### config.mk
export PLATFORM = sky130hd
export DESIGN_NAME = sr_latch_driver
export DESIGN_NICKNAME = d
export VERILOG_FILES = /design/src/rtl/sr_drv_pkg.sv /design/src/rtl/sync_2ff.sv /design/src/rtl/sr_latch_driver.sv
export SDC_FILE = /design/constraint.sdc
export NUM_CORES = 1
export LEC_CHECK = 0
export ABC_CLOCK_PERIOD_IN_PS = 6000
export CAP_MARGIN = 0
export CORE_MARGIN = 1
export CORE_UTILIZATION = 50
export DETAILED_ROUTE_END_ITERATION = 10
export GPL_ROUTABILITY_DRIVEN = 0
export GPL_TIMING_DRIVEN = 0
export PLACE_DENSITY = 0.81
export REMOVE_ABC_BUFFERS = 1
export SLEW_MARGIN = 20
export SYNTH_ARGS = -nofsm -noshare
export SYNTH_HDL_FRONTEND = slang
export SYNTH_HIERARCHICAL = 1
export SYNTH_SLANG_ARGS = --single-unit
### constraint.sdc
create_clock -name clock -period 6 [get_ports clock]
set_input_delay 1.8 -clock clock [delete_from_list [all_inputs] [get_ports clock]]
set_output_delay 1.8 -clock clock [all_outputs]
set_load 0.005 [all_outputs]
### src/rtl/sr_drv_pkg.sv
// Shared encodings and defaults for the NAND-latch pulse driver.
package sr_drv_pkg;

    localparam int PULSE_W_DEF = 4;
    localparam int TIMEOUT_DEF = 16;
    localparam int CNT_W       = $clog2(255 + 1);

    typedef enum logic [1:0] {
        IDLE  = 2'd0,
        DRIVE = 2'd1,
        WAIT  = 2'd2
    } drv_state_e;

endpackage

### src/rtl/sync_2ff.sv
// Two-flop synchronizer for a single asynchronous level.
module sync_2ff (
    input  logic clock,
    input  logic reset_n,
    input  logic d,
    output logic q
);

    logic meta;

    always_ff @(posedge clock or negedge reset_n) begin
        if (!reset_n) begin
            meta <= 1'b0;
            q    <= 1'b0;
        end else begin
            meta <= d;
            q    <= meta;
        end
    end

endmodule

### src/rtl/sr_latch_driver.sv
// Pulses the active-low set/reset inputs of an external NAND latch and
// confirms the result through synchronized Q/Qbar readback.
//
// state | meaning
// IDLE  | ready for a command, both drives released
// DRIVE | one drive held low for PULSE_W cycles
// WAIT  | drives released, waiting up to TIMEOUT cycles for readback match
module sr_latch_driver
    import sr_drv_pkg::*;
#(
    parameter int PULSE_W = PULSE_W_DEF,
    parameter int TIMEOUT = TIMEOUT_DEF
) (
    input  logic clock,
    input  logic reset_n,
    input  logic cmd_valid,
    input  logic cmd_set,
    output logic cmd_ready,
    output logic Sbar,
    output logic Rbar,
    input  logic Q_in,
    input  logic Qbar_in,
    output logic busy,
    output logic done,
    output logic err,
    output logic q_sync
);

    localparam logic [CNT_W-1:0] PULSE_LOAD   = CNT_W'(PULSE_W - 1);
    localparam logic [CNT_W-1:0] TIMEOUT_LOAD = CNT_W'(TIMEOUT - 1);

    drv_state_e       state, state_nx;
    logic             set_r, set_nx;
    logic [CNT_W-1:0] cnt, cnt_nx;
    logic             qbar_sync;
    logic             match;
    logic             done_nx, err_nx;
    logic             ready_nx, busy_nx, sbar_nx, rbar_nx;

    sync_2ff u_sync_q (
        .clock   (clock),
        .reset_n (reset_n),
        .d       (Q_in),
        .q       (q_sync)
    );

    sync_2ff u_sync_qbar (
        .clock   (clock),
        .reset_n (reset_n),
        .d       (Qbar_in),
        .q       (qbar_sync)
    );

    // Q == Qbar can never satisfy this, so an invalid latch reads as no match.
    assign match = (q_sync == set_r) && (qbar_sync == ~set_r);

    always_ff @(posedge clock or negedge reset_n) begin
        if (!reset_n) begin
            state     <= IDLE;
            set_r     <= 1'b0;
            cnt       <= '0;
            cmd_ready <= 1'b1;
            busy      <= 1'b0;
            Sbar      <= 1'b1;
            Rbar      <= 1'b1;
            done      <= 1'b0;
            err       <= 1'b0;
        end else begin
            state     <= state_nx;
            set_r     <= set_nx;
            cnt       <= cnt_nx;
            cmd_ready <= ready_nx;
            busy      <= busy_nx;
            Sbar      <= sbar_nx;
            Rbar      <= rbar_nx;
            done      <= done_nx;
            err       <= err_nx;
        end
    end

    always_comb begin
        state_nx = state;
        set_nx   = set_r;
        cnt_nx   = cnt;
        done_nx  = 1'b0;
        err_nx   = 1'b0;
        case (state)
            IDLE: begin
                if (cmd_valid && cmd_ready) begin
                    state_nx = DRIVE;
                    set_nx   = cmd_set;
                    cnt_nx   = PULSE_LOAD;
                end
            end
            DRIVE: begin
                if (cnt == '0) begin
                    state_nx = WAIT;
                    cnt_nx   = TIMEOUT_LOAD;
                end else begin
                    cnt_nx = cnt - CNT_W'(1);
                end
            end
            WAIT: begin
                // A match on the final timeout cycle still wins over err.
                if (match) begin
                    state_nx = IDLE;
                    done_nx  = 1'b1;
                end else if (cnt == '0) begin
                    state_nx = IDLE;
                    err_nx   = 1'b1;
                end else begin
                    cnt_nx = cnt - CNT_W'(1);
                end
            end
            default: begin
                state_nx = IDLE;
                cnt_nx   = '0;
            end
        endcase
    end

    // Outputs are decoded from the next state so they can be registered.
    always_comb begin
        ready_nx = 1'b1;
        busy_nx  = 1'b0;
        sbar_nx  = 1'b1;
        rbar_nx  = 1'b1;
        case (state_nx)
            DRIVE: begin
                ready_nx = 1'b0;
                busy_nx  = 1'b1;
                if (set_nx) begin
                    sbar_nx = 1'b0;
                end else begin
                    rbar_nx = 1'b0;
                end
            end
            WAIT: begin
                ready_nx = 1'b0;
                busy_nx  = 1'b1;
            end
            default: begin
                ready_nx = 1'b1;
                busy_nx  = 1'b0;
            end
        endcase
    end

endmodule
# == Word-level counts from Yosys, hierarchy flattened ==
# Cells that the tools add are included.
# totals
regBits,21
input_bits,6
output_inout_bits,7
wordCells,53
# op_classes
add_sub_neg,1
eq_ne,9
mux,23
bitwise,1
reduce_logical,6
# ops
cell,count
two-way mux 8 bit,4
one-hot mux 8 bit (3 select lines),1
two-way mux 1 bit,13
logical NOT 8 bit,1
two-way mux 2 bit,4
"subtractor 8 x 1 -> 8 bit, second input constant",1
"!= test 2 bit, second input constant",3
one-hot mux 2 bit (3 select lines),1
"equality test 2 x 1 -> 1 bit, second input constant",2
"equality test 2 bit, second input constant",2
AND reduction 3 bit,1
equality test 1 bit,2
logical AND 1 bit,2
logical NOT 2 bit,1
OR reduction 2 bit,1
NOT 1 bit,1

# == Longest topological paths before layout ==
# Gate-level depths: netlist (run 1).
# depth
ltp_word,8
depth_mapped,10
ltp_nobuf,9

# == By module ==
# Netlist (run 1), hierarchy kept.
# modules_own_cells
mod,instances,cells_each,area_per_inst_um2,seq_area_each_um2
sr_latch_driver,1,112,1083.5,429.2
sync_2ff,2,2,50.0,50.0

# == Worst setup path before layout (run 1) ==
# OpenSTA, ideal clock, no wires.
# synth_path
path_type,input to register
from,in cmd_valid
to,reg cnt[7]
arrival_time_ns,2.752
required_ns,5.875
path_slack_ns,3.122
stages,5
n_path_buf,1
path_cell_list,and3b_1 buf_2 nor2_1 a211oi_1 a2111oi_0
# synth_via
elab_chain_len,3
# synth_lines
item,line_no,source
start: declaration,sr_latch_driver.sv:16,"input logic cmd_valid,"
logical AND 1 bit,sr_latch_driver.sv:89,if (cmd_valid && cmd_ready) begin
!= test 2 bit (no source line),n/a,
AND reduction 3 bit (no source line),n/a,
end signal: assignment,sr_latch_driver.sv:71,cnt <= cnt_nx;
end: declaration,sr_latch_driver.sv:34,"logic [CNT_W-1:0] cnt, cnt_nx;"
# No other way between the ends.
# A chain may end at the register's enable or synchronous reset.

# == Final worst setup path (run 1) ==
# layout_path
from,in cmd_valid
to,reg Rbar
# layout_via
elab_chain_len,5
word_cells_on_any_way,8
classes_between,eq/ne: 1; mux: 6; reduce/logical: 1
# layout_lines
item,line_no,source
logical AND 1 bit,sr_latch_driver.sv:89,
two-way mux 1 bit,sr_latch_driver.sv:89,
two-way mux 1 bit,sr_latch_driver.sv:87,case (state)
named net set_nx,sr_latch_driver.sv:33,"logic set_r, set_nx;"
two-way mux 1 bit,sr_latch_driver.sv:132,if (set_nx) begin
two-way mux 1 bit,sr_latch_driver.sv:128,case (state_nx)
named net rbar_nx,sr_latch_driver.sv:38,"logic ready_nx, busy_nx, sbar_nx, rbar_nx;"
end signal: assignment,sr_latch_driver.sv:75,Rbar <= rbar_nx;
end: declaration,sr_latch_driver.sv:20,"output logic Rbar,"
# The timed path passes the listed nets, and every way through them passes these cells.

==> impl_metrics.json, run 1 <==
{
  "critPathKind": "in2reg",
  "viasPerCell": 6.423,
  "area_growth_pct": 13.74,
  "synth_edf_count": 0,
  "drive_gt1_share_pct": 16.41,
  "ys_top_cells_by_count": "dfrtp_1, a211oi_1, a21oi_1, nand3_1, nor2_1",
  "postCtsHoldBufs": 0,
  "postCtsSetupBuffers": 0,
  "place_ws_ns": 2.495,
  "drc_errors": 0,
  "clock_skew_ns": 0.001182,
  "track_usage_pct": 22.45,
  "drt_iter0_drc": 33,
  "finalSetupViolCount": 0,
  "grt_pass1_vias": 967,
  "syn_area_per_cell_sq_um": 10.20,
  "syn-cell-area_sq_um": 1184,
  "grt_pass1_wl_mm": 4.250,
  "ctsResizeCount": 0,
  "timing.final.crit_share_pct": 53.08,
  "synthArstFlopShare_pct": 100.0,
  "rows": 17,
  "synthDistinctLibCells": 48,
  "fmax_ghz": 0.3140,
  "maxSlewViolCount": 0,
  "status": "completed",
  "tritoncts": "yes",
  "hpwlAfterDp_mm": 1.770,
  "antenna_left": 0,
  "final.min_clock_period_ns": 3.185,
  "clkLatencyLatePin_ns": 0.31,
  "yosys_warnings": 6,
  "crit_path_end_kind": "flop",
  "cts_sinks": 21,
  "wire_per_inst_um": 16.10,
  "drv_cap": 0,
  "nFillCells": 196,
  "h-tree-depth": 1,
  "port_buffers": 12,
  "placed_area_sq_um": 1319,
  "die_y_um": 50.66,
  "antenna_cells": 0,
  "core_area_sq_um": 2212,
  "hold_class": "reg2reg",
  "seq_area_frac_synth_pct": 44.71,
  "ys_ff_latch": 21,
  "dr.pass1.iters": 4,
  "ys.flop_type": "dfrtp_1",
  "io_pins": 13,
  "power_leakage_uw": 0.0005415,
  "fin_tns_setup_ns": 0,
  "power_density_nw_per_um2": 542.1,
  "fin_area_sq_um": 1346,
  "grt-ovfl-total": 0,
  "vias": 1002,
  "path_clk_slew_ns": 0.12,
  "die-area_sq_um": 2566,
  "clock_path_buffers": 2,
  "ir_drop_v": 0.0003244,
  "grt_max_degree": 22,
  "wl_mm": 2.512,
  "ys_top_cells_by_area": "dfrtp_1, dfstp_2, nor3_2",
  "rsz0062_at_grt": "false",
  "required_ns": 6.25,
  "cp_max_fo": 7,
  "synth_area_leader_cell": "dfrtp_1",
  "cts-root-buf": "clkbuf_4",
  "cts_buffers": 3,
  "worst_pin_slew_ns": 0.9442,
  "postSynthCellCount": 116,
  "crit_arrival_ns": 3.44,
  "cp-start-kind": "input port",
  "fin_ws_ns": 2.815,
  "maxSlewHeadroom_pct": 36.86,
  "dieWidth_um": 50.66,
  "hold_violations": 0,
  "synth_top_area_share_pct": 38.05,
  "nNetsFinal": 138,
  "start_util_pct": 53.51,
  "synth_most_common_cell": "dfrtp_1",
  "antenna_found_initial": 0
}
==> metrics by stage <==
stage / cells / hold slack [ns] / power, uW / utilization, %
detailed placement: 152 / 0.3381 / 652.2 / 59.62
CTS: 156 / 0.3666 / 724.5 / 60.86
finish: 156 / 0.3621 / 729.9 / 60.86
global route: 156 / 0.3726 / 784.6 / 60.86
floorplan: 112 / 0.3312 / 538.7 / -
global placement: 152 / 0.3336 / 633.9 / 59.62
==> metal layers <==
metal	vias up	GRT usage (%)	wire length [um]	share of wire (%)
met4	0	10.65	44	1.8
met2	38	34.00	1181	47
li1	461	-	-	-
met1	496	30.90	1163	46
met3	7	3.939	122	4.9
met5	-	0	0	0
==> state kept, by name (all words and copies together) (netlist names) <==
name              flops
Rbar                  1
Sbar                  1
busy                  1
cmd_ready             1
cnt                   8
done                  1
err                   1
set_r                 1
state                 2
u_sync_q/meta         1
u_sync_q/q            1
u_sync_qbar/meta      1
u_sync_qbar/q         1
==> final timing paths <==
check                                 start            end  slack, ns  cells past startpoint
hold / removal             u_sync_qbar/meta  u_sync_qbar/q       0.36                      0
setup / recovery                  cmd_valid           Rbar       2.82                      5
hold reg to reg            u_sync_qbar/meta  u_sync_qbar/q       0.36                      0
max in group asynchronous           reset_n          set_r       3.43                      1
min in group asynchronous           reset_n         cnt[7]       2.00                      1
setup reg to reg                     cnt[0]           Rbar       3.73                      9
==> cell type report <==
cell class | instances | area [sq um] | area share, %
clock buffer | 3 | 22.52 | 1.673
clock inverter | 1 | 5.005 | 0.3717
inverter | 4 | 15.01 | 1.115
sequential | 21 | 529.3 | 39.31
multi-input combinational | 87 | 619.3 | 46.00
tap | 28 | 35.03 | 2.602
timing repair buffer | 12 | 120.1 | 8.922
==> critical path, cell delays in order <==
cell and delay [ns]:
clkdlybuf4s50_1 0.50, and3b_1 0.34, nor2b_1 0.21, mux2_2 0.37, or2_1 0.22
==> layout by cell type, fill, tap and decap left out, drive strengths merged, types with 3 or more instances in the layout <==
master / instances
o211ai: 3
ha: 3
dfrtp: 18
clkbuf: 3
clkdlybuf4s50: 12
a21o: 3
nor2b: 3
nor3: 5
nand3: 5
inv: 4
a211oi: 5
nor2: 6
a21oi: 6
nand2: 4
o21ai: 7
o31ai: 3
dfstp: 3
or2: 4
==> cell families (layout without fill, tap and decap cells) <==
family / Yosys count / in the layout / share of synthesized area (%)
multiplexers: 1 / 1 / 0.9513
flip-flops: 21 / 21 / 44.71
AND/OR/NAND/NOR: 42 / 42 / 23.89
adder cells (fa/ha/maj): 3 / 3 / 3.172
AO/OA/AOI/OAI: 41 / 41 / 24.31
buffers and inverters: 8 / 20 / 2.960
==> where the power goes <==
group | total, uW | leakage (uW) | internal (uW) | switching (uW)
clock | 70.6 | 0.0000177 | 24.9 | 45.7
sequential | 266 | 0.000257 | 198 | 68.0
combinational | 394 | 0.000267 | 175 | 219
total | 730 | 0.000541 | 398 | 332
No activity file was read; power rests on OpenSTA's default activity.
==> run 2: changes to the inputs <==
--- a/config.mk
+++ b/config.mk
@@ -5,14 +5,14 @@
 export SDC_FILE = /design/constraint.sdc
 export NUM_CORES = 1
 export LEC_CHECK = 0
-export ABC_CLOCK_PERIOD_IN_PS = 6000
+export ABC_CLOCK_PERIOD_IN_PS = 2850
 export CAP_MARGIN = 0
 export CORE_MARGIN = 1
-export CORE_UTILIZATION = 50
+export CORE_UTILIZATION = 49
 export DETAILED_ROUTE_END_ITERATION = 10
 export GPL_ROUTABILITY_DRIVEN = 0
 export GPL_TIMING_DRIVEN = 0
-export PLACE_DENSITY = 0.81
+export PLACE_DENSITY = 0.83
 export REMOVE_ABC_BUFFERS = 1
 export SLEW_MARGIN = 20
 export SYNTH_ARGS = -nofsm -noshare
==> constraint.sdc (replaced) <==
create_clock -name clock -period 2.85 [get_ports clock]
set_input_delay 0.855 -clock clock [delete_from_list [all_inputs] [get_ports clock]]
set_output_delay 0.855 -clock clock [all_outputs]
set_load 0.005 [all_outputs]
==> impl_metrics.json, run 2 (synthesis gave the netlist of run 1 again) <==
{
  "nNetsFinal": 138,
  "dr.max_layer_used": "met4",
  "ctsResizeCount": 0,
  "placed_area_sq_um": 1319,
  "postCtsSetupBuffers": 0,
  "cpMaxStageDelayCell": "clkdlybuf4s50_1",
  "grt_max_degree": 22,
  "worst_pin_slew_ns": 0.9410,
  "drv_cap": 0,
  "rows": 17,
  "crit_path_end_kind": "flop",
  "wl_mm": 2.485,
  "die_y_um": 51.15,
  "die-area_sq_um": 2616,
  "final_cell_mix": "dfrtp_1, clkdlybuf4s50_1",
  "antenna_found_initial": 0,
  "wire_per_inst_um": 15.93,
  "grt_pass1_wl_mm": 4.422,
  "wl_met3_um": 163,
  "fin_area_sq_um": 1346,
  "dieWidth_um": 51.15,
  "power_leakage_uw": 0.0005415,
  "timing.final.crit_share_pct": 83.00,
  "dr.pass1.iters": 4,
  "start_util_pct": 52.50,
  "rsz0062_at_grt": "false",
  "area_growth_pct": 13.74,
  "postCtsHoldBufs": 0,
  "antenna_cells": 0,
  "finalSetupViolCount": 0,
  "core_area_sq_um": 2255,
  "drive_gt1_share_pct": 16.41,
  "final_common_cell": "dfrtp_1",
  "power_density_nw_per_um2": 1135,
  "cts_buffers": 3,
  "finalPower_uw": 1529,
  "path_clk_slew_ns": 0.12,
  "drc_errors": 0,
  "required_ns": 3.02,
  "cp_max_fo": 7,
  "io_pins": 13,
  "viasPerCell": 6.340,
  "hold_violations": 0,
  "vias": 989,
  "critPathKind": "in2reg",
  "h-tree-depth": 1,
  "antenna_left": 0,
  "route.met2.wl_mm": 1.201,
  "track_usage_pct": 22.48,
  "cp_top_family": "simple AND/OR/NAND/NOR gates",
  "maxSlewHeadroom_pct": 37.07,
  "clock_skew_ns": 0.001454,
  "final.min_clock_period_ns": 2.366,
  "port_buffers": 12,
  "maxSlewViolCount": 0,
  "crit_chain": "clkdlybuf4s50_1 > and3b_1 > nor2_1 > a211oi_1 > a2111oi_0",
  "status": "completed",
  "fmax_ghz": 0.4227,
  "tritoncts": "yes",
  "ir_drop_v": 0.0008067,
  "clock_path_buffers": 2,
  "reg_top3": "cnt x8, state x2",
  "top_register": "cnt",
  "grt_pass1_vias": 997,
  "hold_class": "reg2reg",
  "cp-start-kind": "input port",
  "cts_sinks": 21,
  "fin_tns_setup_ns": 0,
  "grt-ovfl-total": 0,
  "largest_reg_flops": 8,
  "crit_path_max_incr_delay_ns": 0.43,
  "cp.buffers_inverters": 1,
  "drt_iter0_drc": 31,
  "cts-root-buf": "clkbuf_4",
  "clkLatencyLatePin_ns": 0.30,
  "hpwlAfterDp_mm": 1.836,
  "crit_arrival_ns": 2.53,
  "drt-met1-wl_mm": 1.095,
  "utilization_pct": 59.71
}
run 2: cell counts in the layout (fill, tap and decap cells not counted):
Identical to the previous run, type by type.
run 2: worst paths after layout:
check	start	cells past startpoint	to	slack (ns)
max in group asynchronous	reset_n	1	state[0]	1.22
min in group asynchronous	reset_n	1	cnt[5]	1.06
worst max register to register	cnt[0]	8	Rbar	0.62
worst min-delay path	u_sync_qbar/meta	0	u_sync_qbar/q	0.36
worst min register to register	u_sync_qbar/meta	0	u_sync_qbar/q	0.36
worst max-delay path	cmd_valid	5	cnt[7]	0.48
run 2: area by class of cell:
type / instances / area [sq um]
Tap cell: 28 / 35.03
Sequential cell: 21 / 529.3
Multi-Input combinational cell: 87 / 619.3
Fill cell: 196 / 908.4
Clock inverter: 1 / 5.005
Clock buffer: 3 / 22.52
Timing Repair Buffer: 12 / 120.1
Inverter: 4 / 15.01
run 2: worst register-to-register path: stages (launching register included):
cell	delay (ns)
dfrtp_1	0.43
inv_1	0.10
ha_1	0.17
or3b_2	0.50
nor2_2	0.36
o21a_1	0.19
ha_1	0.17
inv_1	0.04
or2_1	0.21
run 2: power by group:
group          leakage (uW)  internal [uW]  total (uW)  switching, uW
clock             0.0000177           52.4         145           92.5
combinational      0.000267            367         823            455
sequential         0.000257            416         561            145
total              0.000541            836        1530            693
run 2: routing by layer:
layer	GRT usage [%]	up-vias
li1	-	465
met1	29.30	484
met2	37.50	35
met3	4.464	5
met4	6.481	0
met5	0	-
run 2: through the flow:
step | std cells | hold slack (ns) | worst slack (ns)
finish | 156 | 0.3607 | 0.4845
global route | 156 | 0.3785 | 0.3853
CTS | 156 | 0.3649 | 0.4849
detailed placement | 152 | 0.3365 | 0.1542
global placement | 152 | 0.3327 | 0.3304
floorplan | 112 | 0.3312 | 0.8522
